`config.mk`:
```
export PLATFORM = sky130hd
export DESIGN_NAME = ip4_axi_wr_arb
export DESIGN_NICKNAME = d
export VERILOG_FILES = /design/src/rtl/ip4_rtl_pkg.sv /design/src/rtl/ip4_rr_arb.sv /design/src/rtl/ip4_axi_wr_arb.sv
export SDC_FILE = /design/constraint.sdc
export NUM_CORES = 1
export LEC_CHECK = 0
export CORE_AREA = 4 4 368 370
export CTS_CLUSTER_SIZE = 12
export DETAILED_ROUTE_END_ITERATION = 16
export DIE_AREA = 0 0 372 374
export GPL_TIMING_DRIVEN = 0
export SKIP_LAST_GASP = 1
export SYNTH_ARGS = -nofsm -noshare
export SYNTH_HDL_FRONTEND = slang
export SYNTH_HIERARCHICAL = 1
export SYNTH_SLANG_ARGS = --single-unit
```
`constraint.sdc`:
```
create_clock -name clk -period 4.9 [get_ports clk]
set_input_delay 0.98 -clock clk [delete_from_list [all_inputs] [get_ports clk]]
set_output_delay 0.98 -clock clk [all_outputs]
set_load 0.03 [all_outputs]
```
`src/rtl/ip4_rtl_pkg.sv`:
```
// Shared ip4 AXI widths and write-arbiter types.
// Imported by the arbiter top and its round-robin core.
package ip4_rtl_pkg;

  localparam int WID_AXI_ID     = 4;
  localparam int WID_AXI_ADDR   = 32;
  localparam int WID_AXI_DATA   = 128;
  localparam int BYTES_AXI_DATA = WID_AXI_DATA / 8;

  typedef enum logic [1:0] {
    IDLE,
    AW,
    W
  } ip4_wr_arb_st_e;

  typedef struct packed {
    logic [WID_AXI_ADDR-1:0] addr;
    logic [3:0]              len;
    logic [2:0]              size;
  } ip4_aw_req_s;

endpackage

```
`src/rtl/ip4_rr_arb.sv`:
```
// Combinational round-robin arbiter; search starts one past ptr.
// The pointer itself lives in the parent.
module ip4_rr_arb #(
  parameter int N  = 4,
  parameter int IW = 2
) (
  input  logic [N-1:0]  req,
  input  logic [IW-1:0] ptr,
  input  logic          en,
  output logic [N-1:0]  gnt,
  output logic [IW-1:0] idx
);

  logic          hit;
  logic [IW-1:0] ci;

  always_comb begin
    gnt = '0;
    idx = '0;
    hit = 1'b0;
    ci  = '0;
    for (int i = 1; i <= N; i++) begin
      ci = IW'((int'(ptr) + i) % N);
      if (en && !hit && req[ci]) begin
        hit     = 1'b1;
        gnt[ci] = 1'b1;
        idx     = ci;
      end
    end
  end

endmodule

```
`src/rtl/ip4_axi_wr_arb.sv`:
```
// Burst-granular round-robin share of the ip4 AXI AW/W master port.
// One burst in flight; W beats follow the AW winner until generated wlast.
module ip4_axi_wr_arb
  import ip4_rtl_pkg::*;
#(
  parameter int NUM_REQ = 4
) (
  input  logic                              clk,
  input  logic                              rst_n,
  input  logic [NUM_REQ-1:0]                req_awvalid,
  output logic [NUM_REQ-1:0]                req_awready,
  input  logic [NUM_REQ*WID_AXI_ADDR-1:0]   req_awaddr,
  input  logic [NUM_REQ*4-1:0]              req_awlen,
  input  logic [NUM_REQ*3-1:0]              req_awsize,
  input  logic [NUM_REQ-1:0]                req_wvalid,
  output logic [NUM_REQ-1:0]                req_wready,
  input  logic [NUM_REQ*WID_AXI_DATA-1:0]   req_wdata,
  input  logic [NUM_REQ*BYTES_AXI_DATA-1:0] req_wstrb,
  input  logic [NUM_REQ-1:0]                req_wlast,
  output logic [WID_AXI_ID-1:0]             awid,
  output logic [WID_AXI_ADDR-1:0]           awaddr,
  output logic [3:0]                        awlen,
  output logic [2:0]                        awsize,
  output logic                              awvalid,
  input  logic                              awready,
  output logic [WID_AXI_ID-1:0]             wid,
  output logic [WID_AXI_DATA-1:0]           wdata,
  output logic [BYTES_AXI_DATA-1:0]         wstrb,
  output logic                              wlast,
  output logic                              wvalid,
  input  logic                              wready,
  output logic                              busy,
  output logic                              err_len
);

  localparam int IW = (NUM_REQ > 1) ? $clog2(NUM_REQ) : 1;

  ip4_wr_arb_st_e     st, st_nxt;
  logic [IW-1:0]      ptr, gidx, arb_idx;
  logic [NUM_REQ-1:0] arb_gnt;
  logic               arb_en;
  ip4_aw_req_s        aw_q, aw_d;
  logic [3:0]         beat_cnt;
  logic               whs;

  ip4_rr_arb #(
    .N  (NUM_REQ),
    .IW (IW)
  ) u_rr (
    .req (req_awvalid),
    .ptr (ptr),
    .en  (arb_en),
    .gnt (arb_gnt),
    .idx (arb_idx)
  );

  always_comb begin
    aw_d.addr = req_awaddr[arb_idx*WID_AXI_ADDR +: WID_AXI_ADDR];
    aw_d.len  = req_awlen[arb_idx*4 +: 4];
    aw_d.size = req_awsize[arb_idx*3 +: 3];
  end

  always_comb begin
    st_nxt      = st;
    arb_en      = 1'b0;
    req_awready = '0;
    req_wready  = '0;
    wvalid      = 1'b0;
    wlast       = 1'b0;
    wid         = '0;
    wdata       = '0;
    wstrb       = '0;
    unique case (st)
      IDLE: begin
        arb_en      = 1'b1;
        req_awready = arb_gnt;
        if (|arb_gnt) st_nxt = AW;
      end
      AW: begin
        if (awready) st_nxt = W;
      end
      W: begin
        wvalid           = req_wvalid[gidx];
        req_wready[gidx] = wready;
        wlast            = (beat_cnt == aw_q.len);
        wid              = WID_AXI_ID'(gidx);
        wdata = req_wdata[gidx*WID_AXI_DATA +: WID_AXI_DATA];
        wstrb = req_wstrb[gidx*BYTES_AXI_DATA +: BYTES_AXI_DATA];
        if (req_wvalid[gidx] && wready && wlast) st_nxt = IDLE;
      end
      default: st_nxt = IDLE;
    endcase
  end

  assign whs     = (st == W) && req_wvalid[gidx] && wready;
  assign awvalid = (st == AW);
  assign busy    = (st != IDLE);
  assign awid    = WID_AXI_ID'(gidx);
  assign awaddr  = aw_q.addr;
  assign awlen   = aw_q.len;
  assign awsize  = aw_q.size;

  always_ff @(posedge clk or negedge rst_n) begin
    if (!rst_n) begin
      st       <= IDLE;
      ptr      <= IW'(NUM_REQ - 1);
      gidx     <= '0;
      aw_q     <= '0;
      beat_cnt <= '0;
      err_len  <= 1'b0;
    end else begin
      st <= st_nxt;
      if (st == IDLE && |arb_gnt) begin
        gidx <= arb_idx;
        aw_q <= aw_d;
      end
      // Burst length is owned here; requester wlast only flags errors
      if (whs) begin
        if (req_wlast[gidx] != wlast) err_len <= 1'b1;
        if (wlast) begin
          beat_cnt <= '0;
          ptr      <= gidx;
        end else begin
          beat_cnt <= beat_cnt + 4'd1;
        end
      end
    end
  end

endmodule

```
==> impl_metrics.env <==
export IMPL_drt_iter0_markers=802
export IMPL_yosysUniqueCellTypes=43
export IMPL_overflow=0
export IMPL_timing_final_crit_share_pct=98.5
export IMPL_cts_made_buffers=5
export IMPL_tightestPinTransition_ps=1140
export IMPL_fp_row_count=134
export IMPL_fin_crit_ps=4830
export IMPL_cts_max_path_buffers=2
export IMPL_fin_setup_tns_ps=0
export IMPL_rsz0062_at_grt="no"
export IMPL_p_sw_mw=4.47
export IMPL_p_leak_nw=6.52
export IMPL_final_cell_mix="clkdlybuf4s50_1, mux4_2, and2_1"
export IMPL_synth_warning_count=6
export IMPL_async_flop_share_pct=100
export IMPL_finalInstanceArea_um2=19900
export IMPL_seqPwrFrac_pct=8.7
export IMPL_grt_max_degree=35
export IMPL_holdBufCountCts=0
export IMPL_cts_sinks=50
export IMPL_ant_nets=0
export IMPL_fin_hold_ws_ps=487
export IMPL_io_buffers=947
export IMPL_layout_drive_gt1_share_pct=18.4
export IMPL_ios=952
export IMPL_path_class="register to primary output"
export IMPL_setup_viol=0
export IMPL_place_gp_congestion=0.962
export IMPL_post_cts_buffers=0
export IMPL_cts_htree_levels=2
export IMPL_first_global_vias=11200
export IMPL_critPathCaptureType="primary output"
export IMPL_wl_per_cell_um=29.0
export IMPL_power_frac_comb_pct=87.2
export IMPL_grt_pass1_wl_mm=119
export IMPL_maxSlewViolCount=0
export IMPL_status="finished clean"
export IMPL_cts_tree="built"
export IMPL_cts_root_buf="clkbuf_16"
export IMPL_max_freq_ghz=0.207
export IMPL_total_power_mw=8.77
export IMPL_holdCritPathClass="register to register"
export IMPL_drc=0
export IMPL_die_area_um2=139000
export IMPL_initial_core_util_pct=5.97
export IMPL_dpl_cell_area_um2=19600
export IMPL_syn_avg_cell_area_um2=13.2
export IMPL_arrival_ps=3850
export IMPL_drv_cap=0
export IMPL_seq_area_frac_synth_pct=15.8
export IMPL_nets=2316
export IMPL_path_common_cell="buf_2"
export IMPL_required_ps=3920
export IMPL_die_x_um=372
export IMPL_vias=10900
export IMPL_p_int_mw=4.31
export IMPL_layout_commonest_cell="clkdlybuf4s50_1"
export IMPL_clk_pin_slew_worst_paths_ps=70
export IMPL_synth_seq_cells=50
export IMPL_ys_flop_type="dfrtp_1"
export IMPL_skew_ps=5.41
export IMPL_p_clk_share_pct=4.1
export IMPL_die_h_um=374
export IMPL_path_max_fanout=10
export IMPL_antenna_found_initial=81
export IMPL_hold_viol_final=0
export IMPL_dr_pass1_iters=5
export IMPL_crit_path_start_kind="register"
export IMPL_area_delta_synth_final_pct=151
export IMPL_avgViaCountPerCell=3.26
export IMPL_slowest_delay_ps=750
export IMPL_slew_headroom_pct=24.0
export IMPL_crit_chain="buf_2 > buf_2 > buf_1 > mux4_2 > and2_1 > clkdlybuf4s50_1"
export IMPL_synth_edf_count=0
export IMPL_netlist_area_um2=7910
export IMPL_netSwitchingFraction_pct=50.9
export IMPL_critPathSlowestCell="clkdlybuf4s50_1"
export IMPL_dp_hpwl_mm=90.5
export IMPL_wirelength_mm=97.5
export IMPL_netlist_instances=601
export IMPL_coreArea_um2=133000
export IMPL_clock_latency_ps=310
export IMPL_utilization_pct=15.0
export IMPL_ir_drop_uv=568
export IMPL_grt_usage_pct=13.2
export IMPL_powerDensity_nw_per_um2=442
-- cells in the mapped netlist, drive strengths merged, types with 2 or more instances --
| library cell | number | share of area (%) |
|---|---|---|
| a21o | 4 | 0.38 |
| a21oi | 2 | 0.13 |
| a22o | 4 | 0.44 |
| a22oi | 4 | 0.38 |
| and2 | 150 | 12 |
| and3 | 4 | 0.33 |
| buf | 42 | 2.8 |
| clkbuf | 28 | 1.3 |
| dfrtp | 48 | 15 |
| dfstp | 2 | 0.66 |
| ha | 9 | 1.4 |
| inv | 8 | 0.38 |
| mux2 | 44 | 6.3 |
| mux4 | 189 | 54 |
| nand2 | 18 | 0.85 |
| nand3 | 6 | 0.44 |
| nor2 | 9 | 0.49 |
| nor2b | 4 | 0.51 |
| nor3 | 4 | 0.25 |
| nor4 | 2 | 0.16 |
| o21ai | 3 | 0.19 |
| xnor2 | 4 | 0.44 |
-- final timing paths --
path / to / startpoint / cells past startpoint / slack, ps
worst max-delay path: wdata[25] / gidx[1]$_DFFE_PN0P_ / 6 / 70
worst min-delay path: err_len$_DFFE_PN0P_ / err_len$_DFFE_PN0P_ / 2 / 490
worst max register to register: awaddr[5]$_DFFE_PN0P_ / ptr[0]$_DFFE_PN1P_ / 12 / 590
worst min register to register: err_len$_DFFE_PN0P_ / err_len$_DFFE_PN0P_ / 2 / 490
max in group asynchronous: ptr[0]$_DFFE_PN1P_ / rst_n / 2 / 3620
min in group asynchronous: awaddr[21]$_DFFE_PN0P_ / rst_n / 1 / 620
-- per-layer routing --
layer	wire length (µm)	GRT usage, %	vias up
met5	294	0	-
met4	3500	4.72	42
met3	11300	5.39	151
met2	48000	22.9	863
met1	34400	14.3	5498
li1	-	-	4371
-- metrics by stage --
step	setup WS, ps	std cells
6_report	73.5	3355
5_1_grt	17.0	3335
4_1_cts	35.5	3327
3_5_place_dp	34.2	3320
3_3_place_gp	73.6	3319
2_1_floorplan	1330	604
-- cell families (layout without fill, tap and decap cells) --
kind of cell	after synthesis	in the layout	synth area share (%)
other	1	32	0.0474
DFF	50	50	15.8
xor gates and xnor gates	4	4	0.443
AOI/OAI and AO/OA	24	24	2.25
muxes	233	233	60.1
and+or+nand+nor	202	202	15.4
buffers and inverters	78	1033	4.54
adders and majority gates	9	9	1.42
-- state kept, by name, indices dropped and copies added (netlist names) --
signal    count
gidx          2
st            2
awsize        3
awlen         4
ptr           2
beat_cnt      4
awaddr       32
err_len       1
-- power by group through the flow --
stage	Sequential [mW]	Combinational [mW]	Clock, mW
after floorplan	1.09	3.91	0
after global placement	0.763	7.77	0
after detailed placement	0.769	7.76	0
after CTS	0.770	7.79	0.386
after global routing	0.797	8.03	0.393
final	0.765	7.65	0.362
-- cell type report --
type	instances	area, µm²
clock buffer	6	129
inverter	8	30.0
antenna	28	70.1
fill	14900	113000
sequential	50	1250
tap	1768	2210
timing repair buffer	948	9490
buffer	70	354
clock inverter	1	7.51
multi-input combinational	476	6310
-- repair_timing --
action,4_1_cts,5_1_grt
setup endpoints to repair,13,2
resized for setup,11,5
cloned,0,0
-- worst max-delay path, delay by kind of cell (launching register included) --
kind,cells,cell delay [ps]
buffers and inverters,4,2270
DFF,1,350
muxes,1,530
and+or+nand+nor,1,330
No activity file was read; power rests on OpenSTA's default activity.
